### src/rtl/edge_latency_meter_pkg.sv
// Shared types and helpers for the edge latency meter: FSM state encoding
// and the 8-bit saturating counter increment used for the run statistics.
package edge_latency_pkg;

  localparam int CNT8 = 8;

  typedef enum logic [1:0] {IDLE, ARM, MEASURE, DONE} state_t;

  function automatic logic [CNT8-1:0] sat_inc8(input logic [CNT8-1:0] v);
    return (v == {CNT8{1'b1}}) ? v : v + CNT8'(1);
  endfunction

endpackage

### src/rtl/edge_latency_meter_sync_rise.sv
// Two-flop synchronizer followed by a registered rising-edge detector.
// Pin-to-pulse delay is three clocks, identical for every instance.
module sync_rise (
  input  logic clk,
  input  logic reset_n,
  input  logic i_async,
  output logic o_rise
);

  logic r_s1, r_s2, r_s3, r_rise;

  always_ff @(posedge clk or negedge reset_n) begin
    if (!reset_n) begin
      r_s1   <= 1'b0;
      r_s2   <= 1'b0;
      r_s3   <= 1'b0;
      r_rise <= 1'b0;
    end else begin
      r_s1   <= i_async;
      r_s2   <= r_s1;
      r_s3   <= r_s2;
      r_rise <= r_s2 & ~r_s3;
    end
  end

  assign o_rise = r_rise;

endmodule

### src/rtl/edge_latency_meter.sv
// Measures stimulus-rise to response-rise latency in clk cycles over a run
// of SAMPLES pulses, accumulating last/min/max/sum and timeout/overrun counts.
module edge_latency_meter
  import edge_latency_pkg::*;
#(
  parameter int WIDTH   = 32,
  parameter int SAMPLES = 10,
  parameter int TIMEOUT = 1000000
) (
  input  logic               clk,
  input  logic               reset_n,
  input  logic               stim,
  input  logic               resp,
  input  logic               start,
  output logic               busy,
  output logic               done,
  output logic [WIDTH-1:0]   last_lat,
  output logic [WIDTH-1:0]   min_lat,
  output logic [WIDTH-1:0]   max_lat,
  output logic [WIDTH+7:0]   sum_lat,
  output logic [CNT8-1:0]    n_good,
  output logic [CNT8-1:0]    n_timeout,
  output logic [CNT8-1:0]    n_overrun
);

  localparam int IDX_W = (SAMPLES > 1) ? $clog2(SAMPLES) : 1;

  function automatic logic [WIDTH+7:0] sat_add_sum(input logic [WIDTH+7:0] acc,
                                                   input logic [WIDTH-1:0] lat);
    logic [WIDTH+8:0] wide;
    wide = {1'b0, acc} + {9'd0, lat};
    return wide[WIDTH+8] ? {(WIDTH+8){1'b1}} : wide[WIDTH+7:0];
  endfunction

  state_t           r_state, w_state_nxt;
  logic [WIDTH-1:0] r_cnt, w_lat, w_lat_rec;
  logic [IDX_W-1:0] r_idx;
  logic [WIDTH-1:0] r_last, r_min, r_max;
  logic [WIDTH+7:0] r_sum;
  logic [CNT8-1:0]  r_good, r_tmo, r_ovr;
  logic             w_stim_rise, w_resp_rise;
  logic             w_clear, w_good, w_tmo, w_ovr, w_load, w_last_idx;

  sync_rise u_sync_stim (.clk(clk), .reset_n(reset_n), .i_async(stim), .o_rise(w_stim_rise));
  sync_rise u_sync_resp (.clk(clk), .reset_n(reset_n), .i_async(resp), .o_rise(w_resp_rise));

  // The count "in this cycle" is one past the register, so a response one
  // cycle after the stimulus edge reads as latency 1.
  assign w_lat      = r_cnt + WIDTH'(1);
  assign w_last_idx = (r_idx == IDX_W'(SAMPLES - 1));

  always_ff @(posedge clk or negedge reset_n) begin
    if (!reset_n) r_state <= IDLE;
    else          r_state <= w_state_nxt;
  end

  always_comb begin
    w_state_nxt = r_state;
    w_clear     = 1'b0;
    w_good      = 1'b0;
    w_tmo       = 1'b0;
    w_ovr       = 1'b0;
    w_load      = 1'b0;
    w_lat_rec   = '0;
    case (r_state)
      IDLE, DONE: begin
        if (start) begin
          w_clear     = 1'b1;
          w_state_nxt = ARM;
        end
      end
      ARM: begin
        if (w_stim_rise) begin
          if (w_resp_rise) begin
            w_good = 1'b1;
          end else begin
            w_load      = 1'b1;
            w_state_nxt = MEASURE;
          end
        end
      end
      MEASURE: begin
        if (w_resp_rise) begin
          w_good    = 1'b1;
          w_lat_rec = w_lat;
        end else begin
          w_tmo = (w_lat == WIDTH'(TIMEOUT - 1));
          w_ovr = w_stim_rise;
        end
      end
      default: w_state_nxt = IDLE;
    endcase
    if (w_good || w_tmo) w_state_nxt = w_last_idx ? DONE : ARM;
  end

  always_ff @(posedge clk or negedge reset_n) begin
    if (!reset_n) begin
      r_cnt  <= '0;
      r_idx  <= '0;
      r_last <= '0;
      r_min  <= '1;
      r_max  <= '0;
      r_sum  <= '0;
      r_good <= '0;
      r_tmo  <= '0;
      r_ovr  <= '0;
    end else if (w_clear) begin
      r_cnt  <= '0;
      r_idx  <= '0;
      r_last <= '0;
      r_min  <= '1;
      r_max  <= '0;
      r_sum  <= '0;
      r_good <= '0;
      r_tmo  <= '0;
      r_ovr  <= '0;
    end else begin
      if (w_load)                  r_cnt <= '0;
      else if (r_state == MEASURE) r_cnt <= w_lat;
      if (w_good) begin
        r_last <= w_lat_rec;
        if (w_lat_rec < r_min) r_min <= w_lat_rec;
        if (w_lat_rec > r_max) r_max <= w_lat_rec;
        r_sum  <= sat_add_sum(r_sum, w_lat_rec);
        r_good <= sat_inc8(r_good);
      end
      if (w_tmo)          r_tmo <= sat_inc8(r_tmo);
      if (w_ovr)          r_ovr <= sat_inc8(r_ovr);
      if (w_good || w_tmo) r_idx <= r_idx + IDX_W'(1);
    end
  end

  assign busy      = (r_state == ARM) || (r_state == MEASURE);
  assign done      = (r_state == DONE);
  assign last_lat  = r_last;
  assign min_lat   = r_min;
  assign max_lat   = r_max;
  assign sum_lat   = r_sum;
  assign n_good    = r_good;
  assign n_timeout = r_tmo;
  assign n_overrun = r_ovr;

endmodule

### config.mk
export PLATFORM = sky130hd
export DESIGN_NAME = edge_latency_meter
export DESIGN_NICKNAME = d
export VERILOG_FILES = /design/src/rtl/edge_latency_meter_pkg.sv /design/src/rtl/edge_latency_meter_sync_rise.sv /design/src/rtl/edge_latency_meter.sv
export SDC_FILE = /design/constraint.sdc
export NUM_CORES = 1
export LEC_CHECK = 0
export ABC_AREA = 1
export CAP_MARGIN = 20
export CORE_ASPECT_RATIO = 1.2
export CORE_MARGIN = 2
export CORE_UTILIZATION = 40
export DETAILED_ROUTE_END_ITERATION = 16
export GPL_TIMING_DRIVEN = 0
export MAX_ROUTING_LAYER = met4
export PLACE_DENSITY = 0.68
export SLEW_MARGIN = 20
export SYNTH_ARGS = -nofsm -noshare
export SYNTH_HDL_FRONTEND = slang
export SYNTH_SLANG_ARGS = --single-unit
export TNS_END_PERCENT = 30
### constraint.sdc
create_clock -name clk -period 4.2 [get_ports clk]
set_input_delay 1.26 -clock clk [delete_from_list [all_inputs] [get_ports clk]]
set_output_delay 1.26 -clock clk [all_outputs]
set_load 0.005 [all_outputs]
Yosys cells after proc, flatten, opt, wreduce, memory -nomap -nowiden. Index checks and enable logic that the tools add are counted.

Bits in registers: 206. Bits of input ports: 5. Output and inout port bits: 162.

Add/subtract/negate cells: 6. $lt $le $gt $ge: 2. Eq/ne operators: 14. Mux-type cells: 45. Bitwise gates (word level): 4. Reduce and logical (&&, ||, !) cells: 18.

Operators by type and width (count): $mux 32 (13); $mux 40 (3); $mux 8 (9); $add 40x32->41 (1); $add 32x1->32 const B (1); $eq 32x20->1 const B (1); $gt 32x32->1 (1); $lt 32x32->1 (1); $add 8x1->8 const B (3); $eq 8x8->1 const B (3); $reduce_bool 2->1 (6); $mux 1 (11); $mux 2 (5); $reduce_and 2->1 (5); $mux 4 (2); $ne 2x2->1 const B (3); $ne 3x3->1 const B (2); $reduce_bool 3->1 (2); $add 4x1->4 const B (1); $eq 2x2->1 const B (2); $eq 4x4->1 const B (1); $pmux 2 s2 (1); $reduce_and 4->1 (1); $ne 3x2->1 const B (1); 7 further kinds (10).

Logic depth before layout (Yosys ltp). Gate-level depths: netlist of the first run.

Depth in word-level cells: 7. Depth in mapped cells: 24. Depth with buffers taken out: 24.

By module. From an unflattened synthesis of the first run, not the netlist that was laid out.

Cells, all modules: 1968. Area, all modules: 14258.7 sq um.

Modules (own cells, without submodules): edge_latency_meter (times used 1, cells an instance 1956, area an instance 14038.5 sq um, sequential area each 4994.8 sq um); sync_rise (times used 2, cells an instance 6, area an instance 110.1 sq um, sequential area each 100.1 sq um).

Worst setup path before layout of the first run. No wires, ideal clock.

Kind: flip-flop to flip-flop. Start: register r_state[0]. End: register r_sum[6], in the netlist sum_lat[6]. Data arrival time: 3068 ps. Required time: 4082 ps. Path slack: 1014 ps. Stages on the path, launching flop included: 23. Buffers on the path: 3. Cell sequence: dfrtp_1 inv_1 ha_1 nand2_1 buf_2 buf_1 nor2_1 ha_1 nand2_1 inv_1 nand2_1 nand3_1 a31oi_4 inv_1 nand3_1 nand2_1 nand3_1 nand3_2 nand2_4 buf_8 nand2_1 nand2_1 o21ai_2.

Longest elaborated chain between the ends: 6. Elaborated cells on any way between the ends: 13. Classes of those cells: 1 x add/sub; 3 x eq/ne; 6 x mux; 3 x reduce/logical.

Ends and longest elaborated chain: start: declaration (RTL line edge_latency_meter.sv:35) `state_t r_state, w_state_nxt;`; start signal: assignment (RTL line edge_latency_meter.sv:54) `else r_state <= w_state_nxt;`; $eq 2x2->1 (RTL line edge_latency_meter.sv:65) `case (r_state)`; $mux 32 (RTL line edge_latency_meter.sv:65); $add 40x32->41 (RTL line edge_latency_meter.sv:31) `wide = {1'b0, acc} + {9'd0, lat};`; $mux 40 (RTL line edge_latency_meter.sv:32) `return wide[WIDTH+8] ? {(WIDTH+8){1'b1}} : wide[WIDTH+7:0];`; $mux 40 (RTL line edge_latency_meter.sv:120) `if (w_good) begin`; $mux 40 (RTL line edge_latency_meter.sv:107) `end else if (w_clear) begin`; end signal: assignment (RTL line edge_latency_meter.sv:124) `r_sum <= sat_add_sum(r_sum, w_lat_rec);`; end: declaration (RTL line edge_latency_meter.sv:39) `logic [WIDTH+7:0] r_sum;`.

Several ways; a longest one is shown, not always the timed one. The select of a mux whose other input is x is not followed. A chain may end at the register's enable or synchronous reset.

Final worst setup path of the first run.
Start: register r_cnt[0]. End: register r_sum[27], in the netlist sum_lat[27].

Longest elaborated chain between the ends: 7.

Ends and longest elaborated chain: start: declaration (RTL line edge_latency_meter.sv:36) `logic [WIDTH-1:0] r_cnt, w_lat, w_lat_rec;`; start signal: assignment (RTL line edge_latency_meter.sv:119) `else if (r_state == MEASURE) r_cnt <= w_lat;`; $add 32x1->32 (RTL line edge_latency_meter.sv:49) `assign w_lat = r_cnt + WIDTH'(1);`; $mux 32 (RTL line edge_latency_meter.sv:83) `if (w_resp_rise) begin`; $mux 32 (RTL line edge_latency_meter.sv:65); $add 40x32->41 (RTL line edge_latency_meter.sv:31); $mux 40 (RTL line edge_latency_meter.sv:32); $mux 40 (RTL line edge_latency_meter.sv:120); $mux 40 (RTL line edge_latency_meter.sv:107).

Every way passes these cells. The select of a mux whose other input is x is not followed.

==> results of run 1 <==
registers in the layout, summed over array words and instances (netlist names), 2 cells and up:
name       cells
min_lat       32
r_cnt         32
sum_lat       40
last_lat      32
n_good         8
n_overrun      8
r_idx          4
max_lat       32
r_state        2
n_timeout      8
cell usage in the layout (no fill, tap or decap), types with 6 or more instances in the layout:
cell             synthesis  routed
nand2_1                575     574
inv_1                  254     254
dfrtp_1                174     173
clkdlybuf4s50_1          0     165
nor2_1                 168     146
nand3_1                140     139
ha_1                    94      94
o21ai_0                 76      74
a21oi_1                 77      73
nand4_1                 37      37
clkbuf_1                27      33
o22ai_1                 32      32
dfstp_2                 32      32
nor3_1                  34      29
xor2_1                  34      29
clkbuf_16                0      26
nor2_2                   9      24
o21ai_1                 20      20
nand3_2                 19      19
nand2_2                 15      16
xnor2_1                 13      13
buf_2                   14      12
buf_4                    1       9
nor2_4                   1       8
a211oi_1                 7       7
xor2_2                   1       6
nor3_2                   1       6
o31ai_1                  6       6
nand3b_1                 6       6
critical path, stage by stage (launching register included):
cell     delay (ns)
dfrtp_2        0.45
nand3_1        0.18
nor2_2         0.22
nand2_2        0.15
nand2_1        0.08
o21ai_1        0.13
nor2_2         0.29
ha_1           0.37
nand2_1        0.13
inv_1          0.06
nand2_1        0.11
nand3_2        0.21
a31oi_4        0.28
inv_1          0.06
nand3_1        0.07
nand2_1        0.19
nand3_1        0.18
nand3_4        0.16
nand2_8        0.21
buf_8          0.20
nand3_2        0.12
nand2_1        0.07
nand2_1        0.05
synthesized netlist by cell type, drive strengths merged:
master / count / share of area, %
or2: 2 / 0.090
ha: 94 / 8.5
fa: 1 / 0.14
clkbuf: 28 / 0.77
o21bai: 6 / 0.35
xnor2: 13 / 0.82
inv: 259 / 7.0
a41oi: 1 / 0.063
a221oi: 1 / 0.063
a21boi: 2 / 0.11
o211ai: 2 / 0.11
nor4: 7 / 0.36
o21a: 2 / 0.11
o21ai: 98 / 3.6
a211oi: 7 / 0.38
dfrtp: 174 / 31
o31ai: 6 / 0.33
nand4: 37 / 1.7
a21oi: 77 / 2.8
a21o: 2 / 0.11
and3: 2 / 0.090
nand3b: 6 / 0.33
xor2: 35 / 2.3
a31oi: 4 / 0.29
clkinv: 2 / 0.054
dfstp: 32 / 6.1
nand3: 160 / 6.6
nor2: 178 / 5.0
nand2: 593 / 17
o221a: 1 / 0.081
nor3: 35 / 1.3
o22ai: 32 / 1.4
or3b: 1 / 0.063
buf: 25 / 1.0
kinds of logic (layout without fill, tap and decap cells):
| family | count (synthesis) | count (layout) | synth area share, % |
|---|---|---|---|
| adders and majority gates | 95 | 95 | 8.64 |
| DFF | 206 | 206 | 37.5 |
| AOI/OAI and AO/OA | 241 | 241 | 9.82 |
| xor gates and xnor gates | 48 | 48 | 3.09 |
| and+or+nand+nor | 1021 | 1021 | 32.0 |
| buffers and inverters | 314 | 538 | 8.87 |
through the flow:
step	std cells	hold WS [ns]
final	2605	0.354
after global placement	2547	0.337
after detailed placement	2549	0.338
after CTS	2598	0.358
after global routing	2605	0.357
after floorplan	1925	0.331
per-layer routing:
layer / vias to the layer above / GRT usage [%]
met3: 144 / 2.95
met4: 0 / 14.8
met1: 6543 / 31.3
met5: - / -
met2: 490 / 49.4
li1: 6646 / -
path summary, 6_finish.rpt:
| path | slack (ns) | depth (start not counted) | startpoint | endpoint |
|---|---|---|---|---|
| worst max-delay path | 0.07 | 22 | r_cnt[0] | sum_lat[27] |
| worst min-delay path | 0.35 | 0 | u_sync_stim.r_s1 | u_sync_stim.r_s2 |
| worst max register to register | 0.07 | 22 | r_cnt[0] | sum_lat[27] |
| worst min register to register | 0.35 | 0 | u_sync_stim.r_s1 | u_sync_stim.r_s2 |
| max in group asynchronous | 2.40 | 3 | reset_n | min_lat[27] |
| min in group asynchronous | 0.60 | 1 | reset_n | u_sync_resp.r_s1 |
area by class of cell:
class	instances	area share, %
flip-flops and latches	206	30.0
inverters	261	5.67
repair buffers	176	10.4
clock inverters	13	0.831
multi-input cells	1405	44.2
clock buffers	35	4.13
well taps	456	3.30
plain buffers	53	1.49
power groups by stage:
stage,registers [mW],clock network [mW],logic (mW)
2_1_floorplan,2.42,0,1.06
3_3_place_gp,2.49,0,1.90
3_5_place_dp,2.49,0,1.95
4_1_cts,2.47,2.28,1.97
5_1_grt,2.48,2.37,2.19
6_report,2.47,2.25,1.99
repair_timing:
| item | 4_1_cts | 5_1_grt |
|---|---|---|
| gates resized for setup | 18 | 45 |
| gates cloned | 0 | 0 |
| pin swaps | 2 | 9 |
| endpoints found under the setup margin | 105 | 104 |
| hold endpoints to repair | 0 | 0 |
| setup buffers | 1 | 7 |
==> flow_metrics.py, run 1 <==
metrics = {
    "run_status": {
        "status": "complete, no violations",
    },
    "setup_path": {
        "critical_path_required_ns": 4.62,
        "crit_fanout": 10,
        "cp.arrival_ns": 4.54,
        "endpoint_kind": "register",
        "crit_type": "register to register",
        "cp-start-kind": "register",
    },
    "synthesis": {
        "avgSynthCellArea_um2": 7.19,
        "syn-cell-area_um2": 13800,
        "synth_fp_nets": 2025,
        "synth_cell_type_count": 54,
        "yosysSeqAreaShare_pct": 37.5,
        "netlist_instances": 1925,
        "ys_ff_latch": 206,
        "yosys_warnings": 0,
    },
    "pwr": {
        "leakage_nw": 8.31,
        "power.switching_mw": 2.48,
        "vdd_ir_drop_max_mv": 0.273,
        "power_frac_comb_pct": 29.7,
        "seqPwrFrac_pct": 36.8,
        "clkPwrFrac_pct": 33.5,
        "intPower_mw": 4.24,
        "power.density_nw_per_um2": 388,
        "sw_frac_of_total_pct": 36.9,
        "power_mw": 6.72,
    },
    "drt": {
        "vias": 13800,
        "firstDrtPassIters": 6,
        "routed_wl_um": 50100,
        "topRoutingLayerUsed": "met4",
        "antenna_left": 0,
        "viasPerCell": 5.31,
        "dr_wl_met3_um": 2610,
        "drcViolationCount": 0,
        "met1_length_um": 19200,
        "drtIter0Drc": 1136,
        "wl_per_cell_um": 19.2,
        "wl_met2_um": 25400,
    },
    "global_routing": {
        "grt_pass1_vias": 13800,
        "antenna_found_initial": 0,
        "grt.total_usage_pct": 28.1,
        "grt-ovfl-total": 0,
        "grt_pass1_wl_um": 76900,
        "grt_max_degree": 81,
    },
    "cts": {
        "clock_sink_count": 206,
        "hold_buffers": 0,
        "htree_levels": 1,
        "worstSkewPairLatency_ns": 0.56,
        "path_clk_slew_ns": 0.06,
        "cts_tree": "done",
        "cts_inserted_buffers": 26,
        "cts_buffer_depth": 3,
        "cts-root-buf": "clkbuf_16",
    },
    "floorplan": {
        "die-area_um2": 36100,
        "chipHeight_um": 208,
        "core_um2": 34100,
        "ios": 167,
        "rows": 74,
        "start_util_pct": 40.6,
        "die_w_um": 174,
    },
    "timing": {
        "worst_pin_slew_ns": 0.807,
        "skew_ns": 0.0372,
        "slew_headroom_pct": 46.2,
        "finalSetupTns_ns": 0,
        "setup_viol": 0,
        "rsz0062_at_grt": "true",
        "fmax_ghz": 0.242,
        "slew_viol_final": 0,
        "min_period_over_period_pct": 98.2,
        "fin_crit_ns": 4.13,
        "hold_viol": 0,
        "fin_ws_ns": 0.0746,
    },
    "final_layout": {
        "n_fill_cell": 3436,
        "diodes": 0,
        "final_util_pct": 50.8,
        "nNetsFinal": 2229,
        "post_route_cells_drive_above_1_share_pct": 9.96,
        "multi_input_area_um2": 7650,
        "seq_area_um2": 5200,
        "postLayoutCellArea_um2": 17300,
        "area_growth_pct": 25.1,
    },
    "min_path": {
        "holdCritPathClass": "register to register",
    },
    "placed_design": {
        "dpl.hpwl_um": 39600,
        "pre_cts_slack_ns": -0.697,
        "io_buffers": 166,
        "place_area_um2": 16100,
        "routabilityCongestion": 0.984,
    },
    "flow_run": {
        "drv_cap": 0,
    },
}
Note: power is estimated with default switching activity, not from simulation.
==> inputs of run 2 (changes only) <==
Settings changed: CORE_MARGIN 2 to 8, MAX_ROUTING_LAYER met4 to not set.
==> flow_metrics.py, run 2 (synthesized netlist as in run 1, its figures left out) <==
metrics = {
    "run_status": {
        "status": "complete, no violations",
    },
    "cts": {
        "cts-root-buf": "clkbuf_16",
        "hold_buffers": 0,
        "cts_buffer_depth": 3,
        "path_clk_slew_ns": 0.06,
        "htree_levels": 1,
        "cts_inserted_buffers": 25,
        "clock_sink_count": 206,
        "cts_tree": "done",
        "worstSkewPairLatency_ns": 0.56,
    },
    "timing": {
        "whs_ns": 0.350,
        "slew_headroom_pct": 43.5,
        "rsz0062_at_grt": "true",
        "slew_viol_final": 0,
        "skew_ns": 0.0165,
        "fin_crit_ns": 4.02,
        "min_period_over_period_pct": 95.8,
        "worst_pin_slew_ns": 0.848,
        "finalSetupTns_ns": 0,
        "fmax_ghz": 0.249,
        "hold_viol": 0,
        "setup_viol": 0,
    },
    "drt": {
        "firstDrtPassIters": 7,
        "wl_per_cell_um": 19.9,
        "drcViolationCount": 0,
        "routed_wl_um": 51800,
        "antenna_left": 0,
        "drtIter0Drc": 1071,
        "vias": 13900,
        "viasPerCell": 5.35,
    },
    "final_layout": {
        "post_route_cells_drive_above_1_share_pct": 9.99,
        "layout.cells.non_filler": 2599,
        "final_cell_mix": "573 x nand2_1, 254 x inv_1, 173 x dfrtp_1",
        "n_fill_cell": 3415,
        "seq_area_um2": 5200,
        "final_common_cell": "nand2_1",
        "largest_register_ffs": 40,
        "nNetsFinal": 2225,
        "postLayoutCellArea_um2": 17300,
        "multi_input_area_um2": 7660,
        "area_growth_pct": 24.8,
        "diodes": 0,
    },
    "floorplan": {
        "core_um2": 34100,
        "ios": 167,
        "chipHeight_um": 220,
        "rows": 74,
        "die_w_um": 186,
        "start_util_pct": 40.6,
        "die-area_um2": 40800,
    },
    "placed_design": {
        "placedCellCount": 2549,
        "routabilityCongestion": 0.972,
        "dpl.hpwl_um": 40500,
        "io_buffers": 166,
        "place_area_um2": 16100,
    },
    "global_routing": {
        "grt-ovfl-total": 0,
        "grt_max_degree": 89,
        "grt_pass1_vias": 14000,
        "antenna_found_initial": 0,
        "grt.total_usage_pct": 25.2,
        "grt_pass1_wl_um": 79500,
    },
    "setup_path": {
        "endpoint_kind": "register",
        "path_common_cell": "nand2_1",
        "path_cells": "inv_1, ha_1, nand2_1, clkbuf_4, nor2_1, ha_1, inv_1, fa_1, inv_1, nand2_1, nand3_2, a31oi_4, inv_1, nand3_1, nand2_1, nand3_1, nand3_4, nand2_8, buf_6, nand2_1, nand2_1, nand2_1",
        "crit_family": "simple AND/OR/NAND/NOR gates",
        "crit_type": "register to register",
        "slowest_delay_ns": 0.42,
        "path_buf_inv": 6,
        "cp-start-kind": "register",
        "critPathSlowestCell": "dfrtp_1",
        "crit_fanout": 10,
        "critical_path_required_ns": 4.69,
        "cp.arrival_ns": 4.51,
    },
    "pwr": {
        "seqPwrFrac_pct": 36.5,
        "power.switching_mw": 2.49,
        "power.density_nw_per_um2": 391,
        "sw_frac_of_total_pct": 36.9,
        "power_mw": 6.76,
        "intPower_mw": 4.27,
        "vdd_ir_drop_max_mv": 0.285,
        "leakage_nw": 8.32,
        "power_frac_comb_pct": 29.9,
        "clkPwrFrac_pct": 33.6,
    },
    "flow_run": {
        "drv_cap": 0,
    },
    "min_path": {
        "holdCritPathClass": "register to register",
    },
}
==> run 2: worst register-to-register path, stage by stage (launching register included) <==
cell	delay, ns
dfrtp_1	0.42
inv_1	0.07
ha_1	0.19
nand2_1	0.11
clkbuf_4	0.23
nor2_1	0.28
ha_1	0.29
inv_1	0.07
fa_1	0.40
inv_1	0.14
nand2_1	0.08
nand3_2	0.18
a31oi_4	0.13
inv_1	0.08
nand3_1	0.07
nand2_1	0.24
nand3_1	0.18
nand3_4	0.18
nand2_8	0.15
buf_6	0.22
nand2_1	0.09
nand2_1	0.06
nand2_1	0.09
==> run 2: what timing repair did <==
item | in CTS | in global routing
pin swaps | 0 | 6
gates cloned | 0 | 0
gates resized for setup | 15 | 60
buffers inserted | 0 | 5
setup endpoints to repair | 107 | 111
==> run 2: routing by layer <==
| layer | track usage, % | share of wire (%) | vias up | wire [um] |
|---|---|---|---|---|
| li1 | - | - | 6646 | - |
| met1 | 29.5 | 39 | 6638 | 20000 |
| met2 | 44.6 | 50 | 498 | 25900 |
| met3 | 3.02 | 6.0 | 121 | 3110 |
| met4 | 12.6 | 5.2 | 0 | 2680 |
| met5 | 0 | 0 | - | 0 |
==> run 2: cell type report <==
type	instances	area share [%]
sequential	206	30.1
clock buffer	35	4.07
tap	456	3.30
clock inverter	10	0.768
buffer	53	1.54
timing repair buffer	173	10.2
multi-input combinational	1405	44.4
inverter	261	5.68
==> run 2: power by group through the flow <==
stage | registers (mW) | logic (mW) | clock network, mW
after floorplan | 2.42 | 1.06 | 0
after global placement | 2.49 | 1.93 | 0
after detailed placement | 2.49 | 1.98 | 0
after CTS | 2.46 | 2.00 | 2.30
after global routing | 2.48 | 2.22 | 2.38
final | 2.47 | 2.02 | 2.27
==> run 2: metrics by stage <==
step	util, %	setup slack [ns]
finish	50.7	0.176
global route	50.7	-0.0305
CTS	50.0	0.00801
detailed placement	47.3	-0.711
global placement	47.2	-6.98
floorplan	-	1.01
==> run 2: worst paths after layout <==
path | cells past startpoint | slack (ns) | startpoint | end
setup reg to reg | 22 | 0.18 | r_state[0] | sum_lat[17]
hold / removal | 0 | 0.35 | u_sync_stim.r_s1 | u_sync_stim.r_s2
hold reg to reg | 0 | 0.35 | u_sync_stim.r_s1 | u_sync_stim.r_s2
setup / recovery | 22 | 0.18 | r_state[0] | sum_lat[17]
min in group asynchronous | 1 | 0.62 | reset_n | n_overrun[3]
max in group asynchronous | 2 | 2.70 | reset_n | min_lat[27]
==> patch: new RTL, settings of run 2 <==
One comparison of `r_idx` changes from == to >=.
--- a/src/rtl/edge_latency_meter.sv
+++ b/src/rtl/edge_latency_meter.sv
@@ -47,7 +47,7 @@
   // The count "in this cycle" is one past the register, so a response one
   // cycle after the stimulus edge reads as latency 1.
   assign w_lat      = r_cnt + WIDTH'(1);
-  assign w_last_idx = (r_idx == IDX_W'(SAMPLES - 1));
+  assign w_last_idx = (r_idx >= IDX_W'(SAMPLES - 1));
 
   always_ff @(posedge clk or negedge reset_n) begin
     if (!reset_n) r_state <= IDLE;
Behaviour: no difference found for any inputs over 10 cycles, from zero or initial values and one cycle with reset_n low; that may be too few to reach the edited logic, so the function may still have changed.
==> patch against run 2 <==
- design area increased by 3.2%
- sequential share of layout area decreased by 0.93 points
- via count increased by 0.97%
- power increased by 1.0%
- area after synthesis increased by 3.9%
- die area increased by 3.6%
- synthesized cell count increased by 6.3%
- sequential cell count unchanged
- wire length decreased by 6.6%
- setup slack improved by 0.031 ns
- critical path type unchanged
- largest power group is now the clock network
==> patch: results (changes against run 2) <==
stage	metric	value	unit	change
finish	share of layout cells above drive strength 1	9.50	%	-0.48 points
finish	fraction of area in multi-input gates	44.9	%	+0.50 points
finish	inverters	280		+7.3%
yosys	largest cells by area after synthesis	dfrtp_1 (30%), nand2_1 (17%), ha_1 (8.3%)		
finish	Data buffer area share	11.6	%	-0.15 points
worst_setup_path	CP arrival	4.46	ns	-0.05 ns
yosys	sequential area share after synthesis	36.1	%	-1.4 points
grt	met2 usage	40.5	%	-4.1 points
finish	num sequential	206		unchanged
sta	Hold Worst Slack	0.350	ns	-0.000631 ns
sta	Final WS setup	0.208	ns	+0.0313 ns
finish	# clk buffers	34		-2.9%
grt	first-pass GRT wire length	76400	um	-3.9%
yosys	syn_area_per_cell	7.03	um2	-2.2%
detailed_routing	Post-Route WL	48400	um	-6.6%
finish	fill count	3561		+4.3%
detailed_routing	1st-iter DRT viols	851		-21%
grt	pin count of the biggest net entering global routing	94		+5.6%
place	Place WS	-0.263	ns	+0.447 ns
sta	relative slew slack	29.8	%	-14 points
detailed_routing	met2 wire len	24100	um	-7.2%
detailed_routing	drt pass-1 iters	6		-1
worst_setup_path	Setup crit end	sum_lat[26]		
pwr	leakage power	9.04	nW	+8.7%
yosys	Syn Nets	2147		+6.0%
status	status	finished, final reports clean		
finish	Non-Filler Instances	2730		+5.0%
finish	count of non-CTS buffers in the layout	233		+3.1%
finish	Layout Nets	2345		+5.4%
finish	Multi-In Gates	1499		+6.7%
clocking	Worst-Skew Late Latency	0.54	ns	-0.02 ns
sta	Clock Skew	0.0171	ns	+0.000605 ns
yosys	post-synthesis cell type count	53		-1.9%
detailed_routing	DRT met1 WL	20500	um	+2.3%
place	DPL Wire Length	39200	um	-3.2%
finish	Multi-input gate area	0.00800	mm2	+4.4%
detailed_routing	DR WL met3	2560	um	-18%
grt	number of global-route vias before repair	14200		+1.4%
grt	met1 GRT Util	26.9	%	-2.7 points
grt	Tot GR Track Use	22.4	%	-2.7 points
yosys	most instantiated cells after synthesis	nand2_1 (650), inv_1 (273), nand3_1 (198)		
place	routability cong.	0.956		-1.6%
==> patch: changes by cell type after synthesis, sizes merged, moves of 6 or more <==
cell	before	now
nand2	593	672
inv	259	280
buf	25	34
nor2	178	184
o21ai	98	49
nand3	160	221
==> patch: cell families after synthesis <==
family                   synth area share, %
AO/OA/AOI/OAI                           6.98
XOR/XNOR                                2.62
adder cells (fa/ha/maj)                 8.40
buffers and inverters                   9.39
flip-flops                              36.1
multiplexers                          0.0696
AND/OR/NAND/NOR                         36.4
==> patch: report_power, final <==
group / switching [mW] / internal [mW] / leakage [nW]
Combinational: 1.32 / 0.653 / 5.85
Clock: 0.888 / 1.57 / 0.446
Sequential: 0.168 / 2.24 / 2.74
Total: 2.38 / 4.45 / 9.04
==> patch: repair_timing <==
item | CTS | global route
setup buffers | 0 | 2
gates cloned | 0 | 0
setup endpoints to repair | 99 | 72
pin swaps | 0 | 1
resized for setup | 9 | 39
